### config.mk
export PLATFORM = sky130hd
export DESIGN_NAME = range_arbiter
export DESIGN_NICKNAME = d
export VERILOG_FILES = /design/src/rtl/range_arbiter.sv
export SDC_FILE = /design/constraint.sdc
export NUM_CORES = 1
export LEC_CHECK = 0
export CORE_ASPECT_RATIO = 1.2
export CORE_MARGIN = 5
export CORE_UTILIZATION = 46
export CTS_CLUSTER_DIAMETER = 30
export DETAILED_ROUTE_END_ITERATION = 8
export PLACE_DENSITY_LB_ADDON = 0.2
export SLEW_MARGIN = 15
export SYNTH_ARGS = -nofsm -noshare
export SYNTH_HDL_FRONTEND = slang
export SYNTH_SLANG_ARGS = --single-unit
### constraint.sdc
create_clock -name clk -period 4.2 [get_ports clk]
set_input_delay 0.84 -clock clk [delete_from_list [all_inputs] [get_ports clk]]
set_output_delay 0.84 -clock clk [all_outputs]
set_load 0.02 [all_outputs]
### src/rtl/range_arbiter.sv
// range_arbiter
//  Round-robin arbiter that shares one W-bit output datapath among N
//  requesters. A grant covers one burst of at most MAX_BURST beats; one idle
//  cycle always separates two bursts.
//
//  Ports
//   clk        clock, rising edge
//   rst        asynchronous reset, active low
//   req        [N]   per-requester request, held while it has beats
//   lock       [N]   (RANGE_ARB_LOCK_EN only) suppress the burst limit
//   req_data   [N*W] requester i's data at [i*W +: W]
//   out_ready  consumer accepts the beat this cycle
//   gnt        [N]   registered one-hot grant, zero when idle
//   out_valid  shared output carries a valid beat
//   out_data   [W]   shared output data, zero when not valid
//   busy       high while a burst is in progress
//
//  Optional feature macro: RANGE_ARB_LOCK_EN
module range_arbiter #(
   parameter int W         = 4,
   parameter int N         = 3,
   parameter int PW        = 2,
   parameter int MAX_BURST = 4,
   parameter int CW        = 3
) (
   input  logic           clk,
   input  logic           rst,
   input  logic [N-1:0]   req,
`ifdef RANGE_ARB_LOCK_EN
   input  logic [N-1:0]   lock,
`endif
   input  logic [N*W-1:0] req_data,
   input  logic           out_ready,
   output logic [N-1:0]   gnt,
   output logic           out_valid,
   output logic [W-1:0]   out_data,
   output logic           busy
);

   typedef enum logic {IDLE, XFER} state_t;

   state_t              state, state_nx;
   logic [PW-1:0]       ptr, ptr_nx, owner, owner_nx, pick, idx, owner_inc;
   logic [CW-1:0]       beat_cnt, beat_cnt_nx;
   logic [N-1:0]        gnt_nx;
   logic [N-1:0][W-1:0] lanes;
   logic                found, req_own, beat, at_limit, limit_en;

   for (genvar g = 0; g < N; g++) begin : g_lane
      assign lanes[g] = req_data[g*W +: W];
   end

   // Rotating priority scan starting at ptr; wrap is an explicit compare so
   // non-power-of-two N never reaches a nonexistent requester.
   always_comb begin
      pick  = '0;
      found = 1'b0;
      idx   = ptr;
      for (int i = 0; i < N; i++) begin
         if (!found && req[idx]) begin
            pick  = idx;
            found = 1'b1;
         end
         idx = (idx == PW'(N-1)) ? '0 : idx + 1'b1;
      end
   end

   assign busy      = (state == XFER);
   assign req_own   = req[owner];
   assign out_valid = busy & req_own;
   assign out_data  = out_valid ? lanes[owner] : '0;
   assign beat      = out_valid & out_ready;
   assign at_limit  = (beat_cnt == CW'(MAX_BURST-1));
   assign owner_inc = (owner == PW'(N-1)) ? '0 : owner + 1'b1;

`ifdef RANGE_ARB_LOCK_EN
   assign limit_en = ~lock[owner];
`else
   assign limit_en = 1'b1;
`endif

   always_comb begin
      state_nx    = state;
      ptr_nx      = ptr;
      owner_nx    = owner;
      beat_cnt_nx = beat_cnt;
      gnt_nx      = gnt;
      case (state)
         IDLE: if (found) begin
            state_nx    = XFER;
            owner_nx    = pick;
            beat_cnt_nx = '0;
            gnt_nx      = '0;
            gnt_nx[pick] = 1'b1;
         end
         XFER: begin
            if (!req_own || (beat && at_limit && limit_en)) begin
               state_nx = IDLE;
               gnt_nx   = '0;
               ptr_nx   = owner_inc;
            end else if (beat && !at_limit) begin
               // under lock the count parks at MAX_BURST-1
               beat_cnt_nx = beat_cnt + 1'b1;
            end
         end
         default: state_nx = IDLE;
      endcase
   end

   always_ff @(posedge clk or negedge rst) begin
      if (!rst) begin
         state    <= IDLE;
         ptr      <= '0;
         owner    <= '0;
         beat_cnt <= '0;
         gnt      <= '0;
      end else begin
         state    <= state_nx;
         ptr      <= ptr_nx;
         owner    <= owner_nx;
         beat_cnt <= beat_cnt_nx;
         gnt      <= gnt_nx;
      end
   end

endmodule

# Word-level counts from Yosys, hierarchy flattened
# Cells that the tools add are included.
word_totals:
  ff_bits: 11
  elab_cells: 72
  input_bits: 18
  output_inout_bits: 9
op_classes:
  reduce_logical: 14
  bitwise: 3
  n_addsub: 4
  mux: 32
  magnitude_cmp: 6
  eq_ne: 8
ops:
  columns: ["cell", "n"]
  rows:
  - ["2-bit by 3-bit < comparator with 1-bit output (second input constant)", 5]
  - ["3-bit two-way mux", 5]
  - ["2-bit two-way mux", 6]
  - ["3-bit one-hot mux with 2 select lines", 2]
  - ["1-bit two-way mux", 10]
  - ["1-bit binary-select mux with 2-bit select", 4]
  - ["4-bit binary-select mux with 2-bit select", 1]
  - ["4-bit two-way mux", 2]
  - ["2-bit by 1-bit adder with 2-bit output (second input constant)", 3]
  - ["2-bit equality test (second input constant)", 3]
  - ["2-bit AND reduction", 3]
  - ["1-bit logical AND", 5]
  - ["1-bit zero test", 4]
  - ["2-bit by 1-bit inequality test with 1-bit output (second input constant)", 2]
  - ["2-bit inequality test (second input constant)", 2]
  - ["3-bit by 1-bit adder with 3-bit output (second input constant)", 1]
  - ["3-bit by 2-bit equality test with 1-bit output (second input constant)", 1]
  - ["3-bit AND reduction", 1]
  - ["1-bit AND", 2]
  - ["1-bit demux with 2-bit select", 1]
  - ["2-bit by 1-bit >= comparator with 1-bit output (second input constant)", 1]
  - ["1-bit one-hot mux with 2 select lines", 1]
  - ["1-bit logical OR", 1]
  - ["1-bit inverter", 1]

# Depth between registers and ports, before layout
depth:
  depth_word: 15
  ltp_mapped: 6
  depth_no_buf: 6

# Least setup slack after synthesis
# No wires, ideal clock.
synth_path:
  path_kind: "input to output"
  startpoint: "input req[0]"
  endpoint: "output out_data[0]"
  path_slack_ns: 1.689
  t_required_ns: 3.360
  arrival_time_ns: 1.671
  path_stages: 5
  n_path_buf: 1
  path_cell_list: "buf_2 > mux2i_1 > o21ai_1 > nand2_1 > nor2_1"
synth_between:
  elab_chain_cells: 4
synth_rtl:
  columns: ["element", "line", "rtl"]
  rows:
  - ["from (decl)", "28", "input logic [N-1:0] req,"]
  - ["1-bit binary-select mux with 2-bit select", "69", "assign req_own = req[owner];"]
  - ["1-bit two-way mux (not written as such)", "69", null]
  - ["1-bit AND", "70", "assign out_valid = busy & req_own;"]
  - ["4-bit two-way mux", "71", "assign out_data = out_valid ? lanes[owner] : '0;"]
  - ["to (decl)", "36", "output logic [W-1:0] out_data,"]
# Every way passes these cells. The select of a mux whose other input is x is not followed.

# Final worst setup path
# Same ends and word-level chain as after synthesis.

==> results.sh <==
export IMPL_status="finished, final reports clean"
export IMPL_tightest_slew_ns=0.5057
export IMPL_maxSlewHeadroom_pct=66.18
export IMPL_drv_slew=0
export IMPL_post_synth_cell_area_avg_um2=9.145
export IMPL_end_kind="output port"
export IMPL_ys_flop_type="dfrtp_1"
export IMPL_postCtsHoldBufs=0
export IMPL_path_cells="clkdlybuf4s50_1 -> mux2i_1 -> o21ai_1 -> nand2_1 -> nor2_1 -> clkdlybuf4s50_1"
export IMPL_cts_tree="built"
export IMPL_ys_ff_latch=11
export IMPL_switchingPower_mw=0.2715
export IMPL_cts_buffer_depth=2
export IMPL_critical_path_most_common_cell="clkdlybuf4s50_1"
export IMPL_grt_pass1_vias=693
export IMPL_worstPathRequired_ns=3.36
export IMPL_wirelength_um=1792
export IMPL_synth_edff_count=0
export IMPL_num_io_pins=27
export IMPL_hpwlAfterDp_um=1396
export IMPL_top_layer="met4"
export IMPL_peakVddDrop_v=0.0003072
export IMPL_viasPerCell=5.315
export IMPL_power_internal_mw=0.3547
export IMPL_setup_viol=0
export IMPL_antenna_found_initial=0
export IMPL_rows=15
export IMPL_synthCells=81
export IMPL_track_usage_pct=16.60
export IMPL_design_die_area_um2=2516
export IMPL_fp_dieH_um=53.96
export IMPL_skew_ns=0.002677
export IMPL_fin_crit_ns=3.543
export IMPL_rsz0062_at_grt="no"
export IMPL_routed_wl_met2_um=925
export IMPL_clock_latency_ns=0.27
export IMPL_die_w_um=46.63
export IMPL_layout_nets=128
export IMPL_synth_top_area_share_pct=37.16
export IMPL_p_leak_nw=0.4589
export IMPL_drive_gt1_share_pct=8.411
export IMPL_pwr_share_clk_pct=11.5
export IMPL_cts_root_buf="clkbuf_4"
export IMPL_ys_top_cells_by_count="nand2_1 (12), dfrtp_1 (11), mux2i_1 (9), nor2_1 (9), a21oi_1 (7)"
export IMPL_arrival_ns=2.70
export IMPL_hold_violations=0
export IMPL_critPathMaxFanout=8
export IMPL_io_buffer_count=26
export IMPL_switching_share_pct=43.35
export IMPL_grt_pass1_wl_um=2980
export IMPL_drt_initial_drc_count=7
export IMPL_diodes=0
export IMPL_slowest_delay_ns=0.65
export IMPL_avgRoutedWirePerCell_um=14.45
export IMPL_grt_ovfl_total=0
export IMPL_clk_pin_slew_ns=0.07
export IMPL_final_period_utilization_pct=84.35
export IMPL_drt_met1_wl_um=801
export IMPL_critPathLaunchType="primary input"
export IMPL_drc_errors=0
export IMPL_place_gp_congestion=0.8166
export IMPL_dr_wl_met3_um=49
export IMPL_min_path_type="reg -> reg"
export IMPL_synth_seq_area_share_pct=37.16
export IMPL_via_count=659
export IMPL_cap_violations=0
export IMPL_grt_max_degree=12
export IMPL_post_cts_resized=0
export IMPL_syn_to_final_growth_pct=37.67
export IMPL_synthMostInstantiatedCell="nand2_1"
export IMPL_share_comb_of_total_power_pct=54.2
export IMPL_synth_fp_nets=101
export IMPL_syn_cell_area_um2=740.7
export IMPL_core_area_um2=1483
export IMPL_synth_area_leaders="dfrtp_1 (37%), mux2i_1 (12%), nand2_1 (6.1%), a21oi_1 (4.7%), nor2_1 (4.6%)"
export IMPL_asyncSetResetFlopFracSynth_pct=100.0
export IMPL_start_util_pct=49.96
export IMPL_synth_distinct_cells=28
export IMPL_htreeDepth=1
export IMPL_powerDensity_nw_per_um2=614.1
export IMPL_path_class="in -> out"
export IMPL_cts_buffers=3
export IMPL_clkSinkCount=11
export IMPL_postRouteAntennaNets=0
export IMPL_dr_pass1_iters=4
export IMPL_clock_fmax_ghz=0.2823
export IMPL_final_core_util_pct=68.78
export IMPL_cts_setup_buffers=0
export IMPL_crit_path_top_delay_cell="clkdlybuf4s50_1"
export IMPL_seqPwrFrac_pct=34.3
export IMPL_yosysTopAreaCell="dfrtp_1"
export IMPL_final_setup_tns_ns=0
export IMPL_ys_warn_count=0
-- critical path, delay by kind of cell --
family / cells / cell delay [ns]
AO/OA/AOI/OAI: 1 / 0.16
buffers and inverters: 2 / 1.28
multiplexers: 1 / 0.12
AND/OR/NAND/NOR: 2 / 0.31
-- through the flow --
stage | setup slack, ns | cell area [µm²] | power [mW] | hold slack (ns) | std cells
after detailed placement | 0.6540 | 993.5 | 0.5557 | 0.4848 | 120
after floorplan | 1.689 | 740.7 | 0.4329 | 0.4550 | 81
final | 0.6572 | 1020 | 0.6263 | 0.4977 | 124
after global routing | 0.5325 | 1020 | 0.6702 | 0.5466 | 124
after global placement | 0.7049 | 993.5 | 0.5462 | 0.4734 | 120
after CTS | 0.6635 | 1020 | 0.6283 | 0.5033 | 124
-- layout make-up --
cell class / instances / area (µm²)
inverters: 5 / 18.77
clock buffers: 4 / 26.28
multi-input cells: 61 / 417.9
flip-flops and latches: 11 / 275.3
well taps: 17 / 21.27
repair buffers: 26 / 260.3
fillers: 123 / 462.9
-- cell usage in the layout, fill, tap and decap left out --
| cell | instances |
|---|---|
| a21o_1 | 1 |
| and2_1 | 1 |
| or3b_2 | 1 |
| clkdlybuf4s50_1 | 26 |
| inv_1 | 5 |
| clkbuf_1 | 1 |
| o31ai_4 | 1 |
| and4b_1 | 1 |
| o221ai_2 | 1 |
| dfrtp_1 | 11 |
| nand3_1 | 3 |
| a211oi_1 | 1 |
| o211a_1 | 1 |
| o21ai_0 | 2 |
| nor2_1 | 9 |
| o21ai_1 | 1 |
| clkbuf_4 | 3 |
| nand2b_1 | 1 |
| o2111ai_1 | 1 |
| o31ai_1 | 1 |
| a21boi_2 | 1 |
| mux2i_1 | 9 |
| ha_1 | 2 |
| and2b_2 | 1 |
| a21oi_1 | 7 |
| nand3b_1 | 2 |
| mux2_4 | 1 |
| nand2_1 | 12 |
-- power groups by stage --
stage	registers (mW)	logic, mW	clock network (mW)
floorplan	0.209	0.224	0
global placement	0.214	0.332	0
detailed placement	0.215	0.340	0
CTS	0.214	0.340	0.0739
global route	0.223	0.369	0.0785
finish	0.215	0.339	0.0723
-- sequential cells by signal, indices dropped and copies added, names as in the netlist --
| register | count |
|---|---|
| beat_cnt | 3 |
| busy | 1 |
| gnt | 3 |
| owner | 2 |
| ptr | 2 |
-- routing by layer --
| layer | track usage, % | up-vias |
|---|---|---|
| met5 | 0 | - |
| met4 | 6.912 | 0 |
| met3 | 3.679 | 2 |
| met2 | 28.21 | 10 |
| met1 | 19.83 | 311 |
| li1 | - | 336 |
-- worst paths after layout --
check,from,endpoint,slack (ns),cells after the start
max reg2reg,beat_cnt[0],ptr[1],2.42,5
min reg2reg,gnt[1],gnt[1],0.50,2
min,gnt[1],gnt[1],0.50,2
min in group asynchronous,rst,beat_cnt[2],0.91,1
max in group asynchronous,rst,ptr[0],2.95,1
max,req[0],out_data[0],0.66,6
-- kinds of logic after synthesis --
kind of cell | count (synthesis) | share of synthesized area [%]
buffers and inverters | 9 | 6.420
DFF | 11 | 37.16
and+or+nand+nor | 31 | 20.10
adders and majority gates | 2 | 3.378
muxes | 10 | 14.19
AOI/OAI and AO/OA | 18 | 18.75
Note: power is estimated with default switching activity, not from simulation.
